### config.mk
export PLATFORM = sky130hd
export DESIGN_NAME = regfile_mp
export DESIGN_NICKNAME = d
export VERILOG_FILES = /design/src/rtl/drac_pkg.sv /design/src/rtl/regfile_scoreboard.sv /design/src/rtl/regfile_mp.sv
export SDC_FILE = /design/constraint.sdc
export NUM_CORES = 2
export LEC_CHECK = 0
export CORE_ASPECT_RATIO = 1.75
export CORE_MARGIN = 5
export CORE_UTILIZATION = 47
export CTS_BUF_LIST = sky130_fd_sc_hd__clkbuf_2 sky130_fd_sc_hd__clkbuf_4 sky130_fd_sc_hd__clkbuf_8
export DETAILED_ROUTE_END_ITERATION = 12
export PLACE_DENSITY = 0.67
export SLEW_MARGIN = 20
export SYNTH_ARGS = -nofsm -noshare
export SYNTH_HDL_FRONTEND = slang
export SYNTH_SLANG_ARGS = --single-unit
export TNS_END_PERCENT = 30
### constraint.sdc
create_clock -name clk_i -period 8.1 [get_ports clk_i]
set_input_delay 0.81 -clock clk_i [delete_from_list [all_inputs] [get_ports clk_i]]
set_output_delay 0.81 -clock clk_i [all_outputs]
set_load 0.05 [all_outputs]
### src/rtl/drac_pkg.sv
// Shared types and default sizing for the register file slice.
package drac_pkg;

   typedef enum logic {
      INIT  = 1'b0,
      READY = 1'b1
   } rf_state_t;

   localparam int REGFILE_DATA_W   = 64;
   localparam int REGFILE_NUM_REGS = 32;

endpackage

### src/rtl/regfile_scoreboard.sv
// Per-register busy bits: set by alloc, cleared by any write, looked up per read port.
module regfile_scoreboard #(
   parameter  int NUM_REGS = 32,
   parameter  int NUM_RD   = 2,
   parameter  int NUM_WR   = 2,
   localparam int AW       = $clog2(NUM_REGS)
) (
   input  logic                 clk_i,
   input  logic                 rstn_i,
   input  logic                 en_i,
   input  logic [NUM_WR-1:0]    we_i,
   input  logic [NUM_WR*AW-1:0] waddr_i,
   input  logic                 alloc_i,
   input  logic [AW-1:0]        alloc_addr_i,
   input  logic [NUM_RD*AW-1:0] raddr_i,
   output logic [NUM_RD-1:0]    rbusy_o
);

   logic [NUM_REGS-1:0] busy_q, busy_d;

   // Alloc is applied after the write clears so a new producer wins a same-edge collision.
   always_comb begin
      busy_d = busy_q;
      if (en_i) begin
         for (int k = 0; k < NUM_WR; k++) begin
            if (we_i[k]) busy_d[waddr_i[k*AW +: AW]] = 1'b0;
         end
         if (alloc_i) busy_d[alloc_addr_i] = 1'b1;
      end
      busy_d[0] = 1'b0;
   end

   always_ff @(posedge clk_i or negedge rstn_i) begin
      if (!rstn_i) busy_q <= '0;
      else         busy_q <= busy_d;
   end

   always_comb begin
      rbusy_o = '0;
      for (int l = 0; l < NUM_RD; l++) begin
         rbusy_o[l] = busy_q[raddr_i[l*AW +: AW]];
      end
   end

endmodule

### src/rtl/regfile_mp.sv
// Multi-ported register file with hardware zero-initialisation and a busy scoreboard.
// Define REGFILE_BYPASS_EN to forward same-cycle write data to matching read ports.
module regfile_mp
   import drac_pkg::*;
#(
   parameter  int DATA_W   = REGFILE_DATA_W,
   parameter  int NUM_REGS = REGFILE_NUM_REGS,
   parameter  int NUM_RD   = 2,
   parameter  int NUM_WR   = 2,
   localparam int AW       = $clog2(NUM_REGS)
) (
   input  logic                     clk_i,
   input  logic                     rstn_i,
   input  logic [NUM_WR-1:0]        we_i,
   input  logic [NUM_WR*AW-1:0]     waddr_i,
   input  logic [NUM_WR*DATA_W-1:0] wdata_i,
   input  logic [NUM_RD*AW-1:0]     raddr_i,
   output logic [NUM_RD*DATA_W-1:0] rdata_o,
   output logic [NUM_RD-1:0]        rbusy_o,
   input  logic                     alloc_i,
   input  logic [AW-1:0]            alloc_addr_i,
   output logic                     ready_o
);

   rf_state_t         state_q, state_d;
   logic [AW-1:0]     cnt_q, cnt_d;
   logic [DATA_W-1:0] mem_q [NUM_REGS];
   logic [NUM_RD-1:0] sb_rbusy;
   logic              rdy;

   assign rdy     = (state_q == READY);
   assign ready_o = rdy;

   always_comb begin
      state_d = state_q;
      cnt_d   = cnt_q;
      if (state_q == INIT) begin
         cnt_d = cnt_q + AW'(1);
         if (cnt_q == AW'(NUM_REGS - 1)) state_d = READY;
      end
   end

   always_ff @(posedge clk_i or negedge rstn_i) begin
      if (!rstn_i) begin
         state_q <= INIT;
         cnt_q   <= AW'(1);
      end else begin
         state_q <= state_d;
         cnt_q   <= cnt_d;
      end
   end

   // Storage has no reset; INIT sweeps zeros through it. Later ports overwrite earlier ones.
   always_ff @(posedge clk_i) begin
      if (!rdy) begin
         mem_q[cnt_q] <= '0;
      end else begin
         for (int k = 0; k < NUM_WR; k++) begin
            if (we_i[k] && (waddr_i[k*AW +: AW] != '0))
               mem_q[waddr_i[k*AW +: AW]] <= wdata_i[k*DATA_W +: DATA_W];
         end
      end
   end

   always_comb begin
      logic [AW-1:0] ra;
      ra      = '0;
      rdata_o = '0;
      for (int l = 0; l < NUM_RD; l++) begin
         ra = raddr_i[l*AW +: AW];
         if (rdy && (ra != '0)) begin
            rdata_o[l*DATA_W +: DATA_W] = mem_q[ra];
`ifdef REGFILE_BYPASS_EN
            for (int k = 0; k < NUM_WR; k++) begin
               if (we_i[k] && (waddr_i[k*AW +: AW] == ra))
                  rdata_o[l*DATA_W +: DATA_W] = wdata_i[k*DATA_W +: DATA_W];
            end
`endif
         end
      end
   end

   regfile_scoreboard #(
      .NUM_REGS (NUM_REGS),
      .NUM_RD   (NUM_RD),
      .NUM_WR   (NUM_WR)
   ) u_scoreboard (
      .clk_i        (clk_i),
      .rstn_i       (rstn_i),
      .en_i         (rdy),
      .we_i         (we_i),
      .waddr_i      (waddr_i),
      .alloc_i      (alloc_i),
      .alloc_addr_i (alloc_addr_i),
      .raddr_i      (raddr_i),
      .rbusy_o      (sb_rbusy)
   );

   assign rbusy_o = sb_rbusy & {NUM_RD{rdy}};

endmodule

==> results.json <==
{
  "synth_area_sq_um": 118000,
  "initial_utilization": 0.471,
  "crit_path_end_kind": "primary output",
  "wl_met2_mm": 206,
  "fmax_ghz": 0.150,
  "tightest_slew_ps": 1310,
  "dr_wl_met3_mm": 57.6,
  "final_layout_size_suffix_gt1_frac": 0.190,
  "cts_setup_buffers": 0,
  "grt_max_degree": 134,
  "cts_resized": 0,
  "crit_path_frequent_cell": "buf_4",
  "sequentialPowerShare": 0.511,
  "min_from": "wdata_i[82]",
  "cp_data_required_time_ps": 7290,
  "yosys.area.top_type_share": 0.519,
  "fin_area_sq_um": 128000,
  "ir_worst_vdd_uv": 116,
  "r2r_cells": 7,
  "syn_inst": 9576,
  "p_clk_frac": 0.367,
  "combPwrFrac": 0.122,
  "antenna_found_initial": 39,
  "setup_viol": 0,
  "crit_type": "register to primary output",
  "syn_area_per_cell_sq_um": 12.4,
  "yosysWarnings": 0,
  "synth_area_leaders": "edfxtp_1, mux4_2, o21ai_0",
  "firstDrtPassIters": 9,
  "r2r-start": "ready_o",
  "r2r-end": "mem_q[10][15]",
  "gr-total-overflow": 0,
  "final_cell_mix": "nand2_1, edfxtp_1, o21ai_0",
  "holdCritPathClass": "primary input to register",
  "gp_congestion": 0.885,
  "synth-seq-area-share": 0.527,
  "route.detailed.drc": 0,
  "final_nets": 9326,
  "drt_iter0_drc": 12300,
  "crit_chain": "buf_4 > and2_1 > nand2b_4 > buf_4 > o221ai_1 > clkdlybuf4s50_1",
  "async_flop_share": 0.0177,
  "die-area_sq_um": 263000,
  "postCtsHoldBufs": 1,
  "ant_nets": 0,
  "multiInputGateArea_sq_um": 50900,
  "grt_setup_unrepaired": "no",
  "portBuffers": 288,
  "clk_latency_ps": 1010,
  "tns_ps": 0,
  "startpoint_type": "register",
  "hold_depth": 3,
  "yosys.cell_types.count": 57,
  "grt_pass1_vias": 87500,
  "yosysTopAreaCell": "edfxtp_1",
  "regArea_sq_um": 62400,
  "crit_path_top_delay_cell": "clkdlybuf4s50_1",
  "core_area_sq_um": 252000,
  "cts_buffers": 317,
  "cts.path.max_buffers": 4,
  "layout_min_cycle_time_ps": 6650,
  "max_cap_violations": 0,
  "io_pins": 289,
  "place_area_sq_um": 123000,
  "dpl.hpwl_mm": 242,
  "cts.root.buffer_cell": "clkbuf_8",
  "startpoint": "ready_o",
  "swShare": 0.265,
  "slew_viol_final": 0,
  "powerDensity_nw_per_um2": 182,
  "grt_usage": 0.327,
  "clk_pin_slew_ps": 60,
  "maxUsedRoutingLayer": "met5",
  "layout_commonest_cell": "nand2_1",
  "grt_first_pass_wirelength_mm": 619,
  "rows": 244,
  "fp.dieW_um": 390,
  "outcome": "completed",
  "p_switching_mw": 6.21,
  "rrSetupSlack_ps": 3730,
  "vias": 87000,
  "skew_ps": 70.5,
  "cpPeakStageDelay_ps": 980,
  "met1_length_mm": 134,
  "syn2layout_area_growth_pct": 8.37,
  "wl_per_cell_um": 34.6,
  "cts_sinks": 2085,
  "fillers": 21300,
  "path_max_fanout": 31,
  "synth_edf_count": 2048,
  "wirelength_mm": 440,
  "period_share": 0.821,
  "htreeDepth": 5,
  "power_leakage_nw": 43.1,
  "p_int_mw": 17.2,
  "maxSlewHeadroom": 0.125,
  "hold_viol_final": 0,
  "cp.arrival_ps": 5840,
  "synth_nets": 9736,
  "viasPerCell": 6.83,
  "fp.dieH_um": 674,
  "cts_tree": "done",
  "ys.flop_type": "edfxtp_1",
  "ys_seq_elements": 2085,
  "crit_end": "rdata_o[23]"
}
[layer usage]
metal  vias to the layer above  GRT usage
li1                      35600          -
met1                     42500      0.372
met2                      6762      0.529
met3                      2062     0.0878
met4                        28      0.249
met5                         -          0
[Yosys cell counts, types with 4 or more instances]
library cell  instances
buf_2               398
mux4_2             1003
mux2i_1             541
a22o_1               30
nor2b_1               9
mux2_2                4
nand3b_1              5
clkbuf_1            609
o221ai_1            116
dfrtp_1              36
a21oi_1              36
nand2_1            2109
o22a_1              116
a31oi_1               9
nor3_1               10
o21ai_0            1986
nor2_1               49
o22ai_1              17
buf_1                50
and3_1                4
a32o_1               17
or2_1                 5
o21ai_1              32
a22oi_1              45
buf_6                24
edfxtp_1           2048
nand3_1              26
buf_4               112
and3b_1               6
nor3b_1               7
nand2b_1              8
inv_1                67
[sequential cells by signal, summed over array words and instances (netlist names)]
register	flops
u_scoreboard.busy_q	31
mem_q	2048
ready_o	1
cnt_q	5
[power by group through the flow]
| stage | Clock [mW] | Sequential, mW | Combinational [mW] |
|---|---|---|---|
| after floorplan | 0 | 12.2 | 1.86 |
| final | 8.59 | 12.0 | 2.86 |
| after detailed placement | 0 | 12.2 | 2.82 |
| after CTS | 8.63 | 12.0 | 2.83 |
| after global routing | 9.07 | 12.0 | 2.98 |
| after global placement | 0 | 12.2 | 2.77 |
[kinds of logic (layout without fill, tap and decap cells)]
group                      count (synthesis)  in the layout  synth area share
AOI/OAI and AO/OA                       2412           2412             0.112
and+or+nand+nor                         2262           2262            0.0743
DFF                                     2085           2085             0.527
muxes                                   1548           1548             0.237
buffers and inverters                   1264           1066            0.0494
xor gates and xnor gates                   3              3          0.000222
adders and majority gates                  2              2          0.000211
other                                      0             24                 0
[worst min-delay path by stage]
stage	to
final	mem_q[4][18]
after global routing	mem_q[28][51]
after CTS	mem_q[2][63]
after detailed placement	u_scoreboard.busy_q[11]
after global placement	u_scoreboard.busy_q[21]
after floorplan	u_scoreboard.busy_q[15]
[metrics by stage]
step	cells	total power [mW]	utilization	setup WS (ps)	hold slack (ps)
floorplan	9576	14.1	-	1080	477
global placement	12200	15.0	0.488	2150	496
detailed placement	12200	15.0	0.488	2150	501
CTS	12700	23.4	0.511	1740	444
global route	12700	24.0	0.510	1640	475
finish	12700	23.4	0.510	1450	454
[critical path, delay by kind of cell (launching register included)]
family	cells	cell delay, ps
buffers and inverters	3	1980
AO/OA/AOI/OAI	1	950
flip-flops	1	320
AND/OR/NAND/NOR	2	1570
[final cells by class]
cell class              count  share of cell area
well taps                3321              0.0324
multi-input cells        6227               0.396
clock buffers             418              0.0403
inverters                  68             0.00199
clock inverters           113             0.00490
diodes                     24            0.000468
repair buffers            467              0.0373
flip-flops and latches   2085               0.486
No activity file was read; power rests on OpenSTA's default activity.
